--- config.mk ---
export PLATFORM = sky130hd
export DESIGN_NAME = multicycle_control
export DESIGN_NICKNAME = d
export VERILOG_FILES = /design/src/rtl/multicycle_control.sv
export SDC_FILE = /design/constraint.sdc
export NUM_CORES = 1
export LEC_CHECK = 0
export ABC_AREA = 1
export CAP_MARGIN = 20
export CORE_MARGIN = 5
export CORE_UTILIZATION = 40
export CTS_CLUSTER_DIAMETER = 40
export DETAILED_ROUTE_END_ITERATION = 10
export PLACE_DENSITY = 0.87
export SLEW_MARGIN = 25
export SYNTH_ARGS = -nofsm -noshare
export SYNTH_HDL_FRONTEND = slang
export SYNTH_SLANG_ARGS = --single-unit
export TNS_END_PERCENT = 1
--- constraint.sdc ---
create_clock -name clk -period 1.64 [get_ports clk]
set_input_delay 0.246 -clock clk [delete_from_list [all_inputs] [get_ports clk]]
set_output_delay 0.246 -clock clk [all_outputs]
set_load 0.03 [all_outputs]
--- src/rtl/multicycle_control.sv ---
// ============================================================================
// Module   : multicycle_control
// Brief    : Main control FSM for the multicycle MIPS datapath; drives the
//            ALU-op class and consumes jr/jmadd steering from ALU control.
//            Optional macro ILLEGAL_OP_TRAP_EN adds the TRAP state and the
//            illegal_op output.
// Revision : 1.0  initial release
// ============================================================================
`default_nettype none

module multicycle_control #(
    parameter int SW = 4
) (
    input  logic          clk,
    input  logic          reset,
    input  logic [5:0]    op,
    input  logic          jmaddctrl,
    input  logic          jrctrl,
    output logic          aluop1,
    output logic          aluop0,
    output logic          xori,
    output logic          pcwrite,
    output logic          pcwritecond,
    output logic          brgez,
    output logic [1:0]    pcsource,
    output logic          iord,
    output logic          memread,
    output logic          memwrite,
    output logic          irwrite,
    output logic          memtoreg,
    output logic          regwrite,
    output logic [1:0]    regdst,
    output logic          alusrca,
    output logic [1:0]    alusrcb,
    output logic [SW-1:0] state
`ifdef ILLEGAL_OP_TRAP_EN
    ,
    output logic          illegal_op
`endif
);

    localparam logic [SW-1:0] c_FETCH  = SW'(0);
    localparam logic [SW-1:0] c_DECODE = SW'(1);
    localparam logic [SW-1:0] c_MEMADR = SW'(2);
    localparam logic [SW-1:0] c_MEMRD  = SW'(3);
    localparam logic [SW-1:0] c_MEMWB  = SW'(4);
    localparam logic [SW-1:0] c_MEMWR  = SW'(5);
    localparam logic [SW-1:0] c_REXEC  = SW'(6);
    localparam logic [SW-1:0] c_RWB    = SW'(7);
    localparam logic [SW-1:0] c_BEQ    = SW'(8);
    localparam logic [SW-1:0] c_JUMP   = SW'(9);
    localparam logic [SW-1:0] c_XEX    = SW'(10);
    localparam logic [SW-1:0] c_XWB    = SW'(11);
    localparam logic [SW-1:0] c_BGEZ   = SW'(12);
    localparam logic [SW-1:0] c_JMRD   = SW'(13);
    localparam logic [SW-1:0] c_JMWB   = SW'(14);
`ifdef ILLEGAL_OP_TRAP_EN
    localparam logic [SW-1:0] c_TRAP   = SW'(15);
`endif

    localparam logic [5:0] c_OP_RTYPE = 6'b000000;
    localparam logic [5:0] c_OP_LW    = 6'b100011;
    localparam logic [5:0] c_OP_SW    = 6'b101011;
    localparam logic [5:0] c_OP_BEQ   = 6'b000100;
    localparam logic [5:0] c_OP_J     = 6'b000010;
    localparam logic [5:0] c_OP_XORI  = 6'b001110;
    localparam logic [5:0] c_OP_BGEZ  = 6'b000001;

    logic [SW-1:0] state_q;
    logic [SW-1:0] state_d;

    always_ff @(posedge clk) begin
        if (reset) begin
            state_q <= c_FETCH;
        end else begin
            state_q <= state_d;
        end
    end

    always_comb begin
        state_d = c_FETCH;
        case (state_q)
            c_FETCH:  state_d = c_DECODE;
            c_DECODE: begin
                case (op)
                    c_OP_RTYPE:       state_d = c_REXEC;
                    c_OP_LW, c_OP_SW: state_d = c_MEMADR;
                    c_OP_BEQ:         state_d = c_BEQ;
                    c_OP_J:           state_d = c_JUMP;
                    c_OP_XORI:        state_d = c_XEX;
                    c_OP_BGEZ:        state_d = c_BGEZ;
`ifdef ILLEGAL_OP_TRAP_EN
                    default:          state_d = c_TRAP;
`else
                    // PC was already advanced in FETCH, so this is a NOP
                    default:          state_d = c_FETCH;
`endif
                endcase
            end
            c_MEMADR: state_d = (op == c_OP_SW) ? c_MEMWR : c_MEMRD;
            c_MEMRD:  state_d = c_MEMWB;
            c_REXEC: begin
                // jr wins if ALU control ever flags both
                if (jrctrl) begin
                    state_d = c_FETCH;
                end else if (jmaddctrl) begin
                    state_d = c_JMRD;
                end else begin
                    state_d = c_RWB;
                end
            end
            c_JMRD:   state_d = c_JMWB;
            c_XEX:    state_d = c_XWB;
`ifdef ILLEGAL_OP_TRAP_EN
            c_TRAP:   state_d = c_TRAP;
`endif
            default:  state_d = c_FETCH;
        endcase
    end

    always_comb begin
        aluop1      = 1'b0;
        aluop0      = 1'b0;
        xori        = 1'b0;
        pcwrite     = 1'b0;
        pcwritecond = 1'b0;
        brgez       = 1'b0;
        pcsource    = 2'b00;
        iord        = 1'b0;
        memread     = 1'b0;
        memwrite    = 1'b0;
        irwrite     = 1'b0;
        memtoreg    = 1'b0;
        regwrite    = 1'b0;
        regdst      = 2'b00;
        alusrca     = 1'b0;
        alusrcb     = 2'b00;
`ifdef ILLEGAL_OP_TRAP_EN
        illegal_op  = 1'b0;
`endif
        if (!reset) begin
            case (state_q)
                c_FETCH: begin
                    memread = 1'b1;
                    irwrite = 1'b1;
                    alusrcb = 2'b01;
                    pcwrite = 1'b1;
                end
                c_DECODE: alusrcb = 2'b11;
                c_MEMADR: begin
                    alusrca = 1'b1;
                    alusrcb = 2'b10;
                end
                c_MEMRD, c_JMRD: begin
                    memread = 1'b1;
                    iord    = 1'b1;
                end
                c_MEMWB: begin
                    regwrite = 1'b1;
                    memtoreg = 1'b1;
                end
                c_MEMWR: begin
                    memwrite = 1'b1;
                    iord     = 1'b1;
                end
                c_REXEC: begin
                    alusrca  = 1'b1;
                    aluop1   = 1'b1;
                    pcwrite  = jrctrl;
                    pcsource = {jrctrl, jrctrl};
                end
                c_RWB: begin
                    regwrite = 1'b1;
                    regdst   = 2'b01;
                    aluop1   = 1'b1;
                end
                c_JMWB: begin
                    pcwrite  = 1'b1;
                    pcsource = 2'b11;
                    regwrite = 1'b1;
                    regdst   = 2'b10;
                end
                c_BEQ: begin
                    alusrca     = 1'b1;
                    aluop0      = 1'b1;
                    pcwritecond = 1'b1;
                    pcsource    = 2'b01;
                end
                c_BGEZ: begin
                    alusrca     = 1'b1;
                    pcwritecond = 1'b1;
                    brgez       = 1'b1;
                end
                c_JUMP: begin
                    pcwrite  = 1'b1;
                    pcsource = 2'b10;
                end
                c_XEX: begin
                    alusrca = 1'b1;
                    alusrcb = 2'b10;
                    xori    = 1'b1;
                end
                c_XWB: begin
                    regwrite = 1'b1;
                    xori     = 1'b1;
                end
`ifdef ILLEGAL_OP_TRAP_EN
                c_TRAP: illegal_op = 1'b1;
`endif
                default: ;
            endcase
        end
    end

    assign state = reset ? '0 : state_q;

endmodule

`default_nettype wire

======== Word-level counts from Yosys, hierarchy flattened ========
Index checks and enable logic that the tools add are counted.
cells by class
  eq/ne operators ......................... 20
  multiplexer cells ....................... 38
  reduce and logical (&&, ||, !) cells .... 12
operators by type and width
  operator              count
  $eq A4 B4 Y1 const B  7
  $pmux W4 S7           1
  $mux W1               25
  $pmux W4 S6           1
  $eq A4 B3 Y1 const B  4
  $eq A6 B6 Y1 const B  2
  $mux W4               3
  $reduce_or A2 Y1      5
  $reduce_or A3 Y1      3
  $eq A4 B2 Y1 const B  2
  $pmux W2 S4           1
  $eq A6 B1 Y1 const B  1
  $eq A6 B2 Y1 const B  1
  $eq A6 B3 Y1 const B  1
  $eq A6 B4 Y1 const B  1
  $logic_not A6 Y1      1
  $mux W2               3
  $pmux W2 S3           1
  $reduce_or A5 Y1      1
  $eq A4 B1 Y1 const B  1
  $logic_not A4 Y1      1
  $pmux W2 S2           1
  $reduce_or A4 Y1      1
  $mux W3               1
  $pmux W1 S2           1
storage, ports and cells
  register bits ........................... 4

======== Depth between registers and ports, before layout ========
  word-level depth ........................ 4
  mapped depth ............................ 7
  depth with buffers taken out ............ 7

======== Least setup slack after synthesis ========
OpenSTA, ideal clock, no wires.
  path kind ............................... register -> output
  start ................................... register state_q[0]
  end ..................................... output brgez
  data arrival time ....................... 1,618 ps
  path slack .............................. -224 ps
  cell stages (with the launch flop) ...... 6
  buffers on the path ..................... 0
  cell sequence ........................... dfxtp_1 nor2_1 nand2_1 nor2_1 inv_1 nor2_1
between the ends
  word-level cells in the longest chain between the ends .. 3
RTL lines
  what                    line  RTL
  start, declared         69    logic [SW-1:0] state_q;
  start signal, assigned  74    state_q <= c_FETCH;
  start signal, assigned  76    state_q <= state_d;
  $eq A4 B4 Y1            142   case (state_q)
  $mux W1                 142
  $mux W1                 141   if (!reset) begin
  end, declared           24    output logic brgez,
No other way between the ends.

======== Worst setup path in the final report ========
  start ................................... register state_q[1]
  end ..................................... output memread
between the ends
  word-level cells in the longest chain between the ends .. 4
  elaborated cells between the ends (all ways) .. 6
  classes of those cells .................. eq/ne (2); mux (2); reduce/logical (2)
RTL lines
  what                                   line  RTL
  $eq A4 B2 Y1 (tied with other cells)   142
  $reduce_or A3 Y1 (no source line) (*)  -
  $mux W1 (*)                            142
  $mux W1 (*)                            141
  end, declared                          27    output logic memread,
Every way passes the cells marked *; elsewhere a longest branch is shown, timed or not.

==> results.json <==
{
  "outcome": "finished clean",
  "dominant_register_cell_in_the_synthesized_netlist": "sky130_fd_sc_hd__dfxtp_1",
  "die_w_um": 48.5,
  "floorplan.core_area_um2": 1450,
  "die_height_um": 48.5,
  "cts_max_path_buffers": 2,
  "post_synth_main_area_contributors": "sky130_fd_sc_hd__nor2_1 (23%), sky130_fd_sc_hd__nand2_1 (19%), sky130_fd_sc_hd__dfxtp_1 (13%), sky130_fd_sc_hd__inv_1 (8.8%), sky130_fd_sc_hd__a21oi_1 (8.4%)",
  "yosys_register_bits": 4,
  "clk-insertion-delay-late_ps": 240,
  "drt-wirelength-per-cell_um": 11.3,
  "numCtsBuffers": 3,
  "post-route-drc-count": 0,
  "global_route.overflow_total": 0,
  "postSynthNetCount": 133,
  "clkSinkCount": 4,
  "final_cell_count_no_fill": 176,
  "grt_antenna_before_repair": 0,
  "floorplan.rows": 14,
  "grt.met2_usage_pct": 30.0,
  "design.die.area_um2": 2360,
  "timing.final.crit_share_pct": 97.1,
  "routed_wl_um": 1990,
  "mappedNetlistArea_um2": 594,
  "initial_utilization_pct": 40.9,
  "crit_path_max_fanout": 7,
  "post-place-cells": 173,
  "detailroute.via_count": 912,
  "setup_viol": 0,
  "grt.busiest_layer": "met2",
  "netlist.top_cell.by_area": "sky130_fd_sc_hd__nor2_1",
  "tritoncts_clock_tree": "built",
  "grt_first_pass_wirelength_um": 3310,
  "largest_register": "state_q",
  "drive_gt1_share_pct": 30.0,
  "rsz_0062_raised_after_global_routing": "yes",
  "globalRouteMet3Util_pct": 4.29,
  "groute.usage.overall_pct": 16.6,
  "num-nets-final": 172,
  "path_cells": "inv_2 > nand2_2 > nor2_1 > nor2_1 > a21oi_1 > buf_4",
  "detailed_place_hpwl_um": 1670,
  "synth_seq_area_share_pct": 13.5,
  "yosys_warnings": 0,
  "synthDistinctLibCells": 19,
  "grt_start_max_net_pins": 10,
  "finClkSkew_ps": 7.15,
  "slew_viol_final": 0,
  "synth-edff-count": 0,
  "post_synth.cell_area_avg_um2": 4.83,
  "largest_register_ffs": 4,
  "cts_htree_levels": 1,
  "irDropWorstVdd_mv": 0.250,
  "maxCapViolations": 0,
  "num_io_pins": 33,
  "worst_slack_ps": 47.0,
  "clk_pin_slew_worst_paths_ps": 40,
  "p_leak_nw": 0.463,
  "startpoint_type": "flop",
  "final_antenna_net_count": 0,
  "layout-area-overhead-vs-synth_pct": 59.4,
  "min_period_ps": 1590,
  "post-route-cell-area_um2": 947,
  "synth_async_sr_flop_share_pct": 0,
  "critical_path.slowest_cell": "sky130_fd_sc_hd__dfxtp_4",
  "synth.cells.most_frequent": "sky130_fd_sc_hd__nor2_1 (36), sky130_fd_sc_hd__nand2_1 (30), sky130_fd_sc_hd__inv_1 (14)",
  "timing.setup.critical_path_class": "flop to output pin",
  "timing.critical_path.max_delay_family": "flip-flops",
  "max_freq_ghz": 0.628,
  "post_drt_via_cell_ratio": 5.18,
  "first_iter_violations": 21,
  "finalHoldViolCount": 0,
  "cts.root.buffer_cell": "sky130_fd_sc_hd__clkbuf_4",
  "crit_required_ps": 1390,
  "fin_tns_setup_ps": 0,
  "grtUsageMet1_pct": 18.2,
  "worst_pin_slew_ps": 311,
  "dp_worst_setup_slack_ps": -37.7,
  "fill_cells": 147,
  "largestRegisters": "state_q (4)",
  "weighted_congestion_reported_at_the_end_of_routability_driven_placement": 0.841,
  "synth_largest_type_area_fraction_pct": 22.7,
  "critPathMostFrequentCell": "sky130_fd_sc_hd__nor2_1",
  "cts.hold.buffers_added": 0,
  "place.port_buffers": 32,
  "worstPathBufferInverterCount": 2,
  "power_mw": 0.381,
  "worst_hold_path_type": "flop to flop",
  "dr.pass1.iters": 4,
  "worst_slew_margin_pct": 79.3,
  "cts_setup_buffers": 0,
  "cp_data_arrival_time_ps": 1350,
  "most_repeated_cell_in_the_gate_level_netlist_after_synthesis": "sky130_fd_sc_hd__nor2_1",
  "num_antenna_cells": 0,
  "netlist_instances": 123,
  "endpoint_kind": "output pin",
  "grt_pass1_vias": 809,
  "crit_path_largest_cell_delay_ps": 360,
  "pwr_density_cell_nw_per_um2": 402,
  "place_area_um2": 908
}
routing by layer:
| layer | share of wire [%] | vias up |
|---|---|---|
| li1 | - | 471 |
| met1 | 40 | 399 |
| met2 | 52 | 39 |
| met3 | 7.4 | 3 |
| met4 | 0.55 | 0 |
| met5 | 0 | - |
cell usage in the layout (no fill, tap or decap), drive strengths merged, types with 2 or more instances in the layout:
cell type and instances:
a21oi 10, a31oi 3, buf 28, clkbuf 3, clkdlybuf4s50 8, dfxtp 4
inv 15, nand2 32, nand3 6, nor2 38, nor3 5, o21ai 2
cells by family (layout without fill, tap and decap cells):
| group | count (synthesis) | count (layout) | synth area share (%) |
|---|---|---|---|
| compound gates | 18 | 18 | 16.8 |
| buf+inv | 18 | 55 | 11.4 |
| flops | 4 | 4 | 13.5 |
| simple gates | 83 | 83 | 58.3 |
tightest hold or removal path: stages, from the launching register on:
cell                      delay, ps
sky130_fd_sc_hd__dfxtp_2        410
sky130_fd_sc_hd__a21oi_1         60
sky130_fd_sc_hd__nor2_1         100
sky130_fd_sc_hd__nor2_1          50
what timing repair did:
action                                  4_1_cts  5_1_grt
pin swaps                                     0        0
gates resized for setup                       6        7
gates cloned                                  0        0
endpoints found under the setup margin       11        9
final timing paths:
check / from / slack [ps] / depth (start not counted) / endpoint
setup / recovery: state_q[1]$_SDFF_PP0_ / 50 / 6 / memread
hold / removal: state_q[0]$_SDFF_PP0_ / 660 / 3 / state_q[0]$_SDFF_PP0_
hold reg to reg: state_q[0]$_SDFF_PP0_ / 660 / 3 / state_q[0]$_SDFF_PP0_
setup reg to reg: state_q[1]$_SDFF_PP0_ / 460 / 7 / state_q[2]$_SDFF_PP0_
power breakdown:
group          leakage [nW]  switching [mW]  internal (mW)
Combinational         0.414          0.0870         0.0604
Sequential           0.0346         0.00689          0.100
Clock                0.0138          0.0442         0.0821
Total                 0.463           0.138          0.242
area by class of cell:
| cell class | count | area [µm²] | area share, % |
|---|---|---|---|
| sequential | 4 | 87.6 | 9.25 |
| multi-input combinational | 101 | 459 | 48.5 |
| timing repair buffer | 37 | 299 | 31.6 |
| clock buffer | 3 | 22.5 | 2.38 |
| inverter | 15 | 58.8 | 6.21 |
| tap | 16 | 20.0 | 2.11 |
through the flow:
| stage | utilization, % | hold WS (ps) |
|---|---|---|
| floorplan | - | 471 |
| global placement | 62.5 | 668 |
| detailed placement | 62.5 | 689 |
| CTS | 64.4 | 641 |
| global route | 65.1 | 738 |
| finish | 65.1 | 660 |
(Power assumes the default switching activity.)
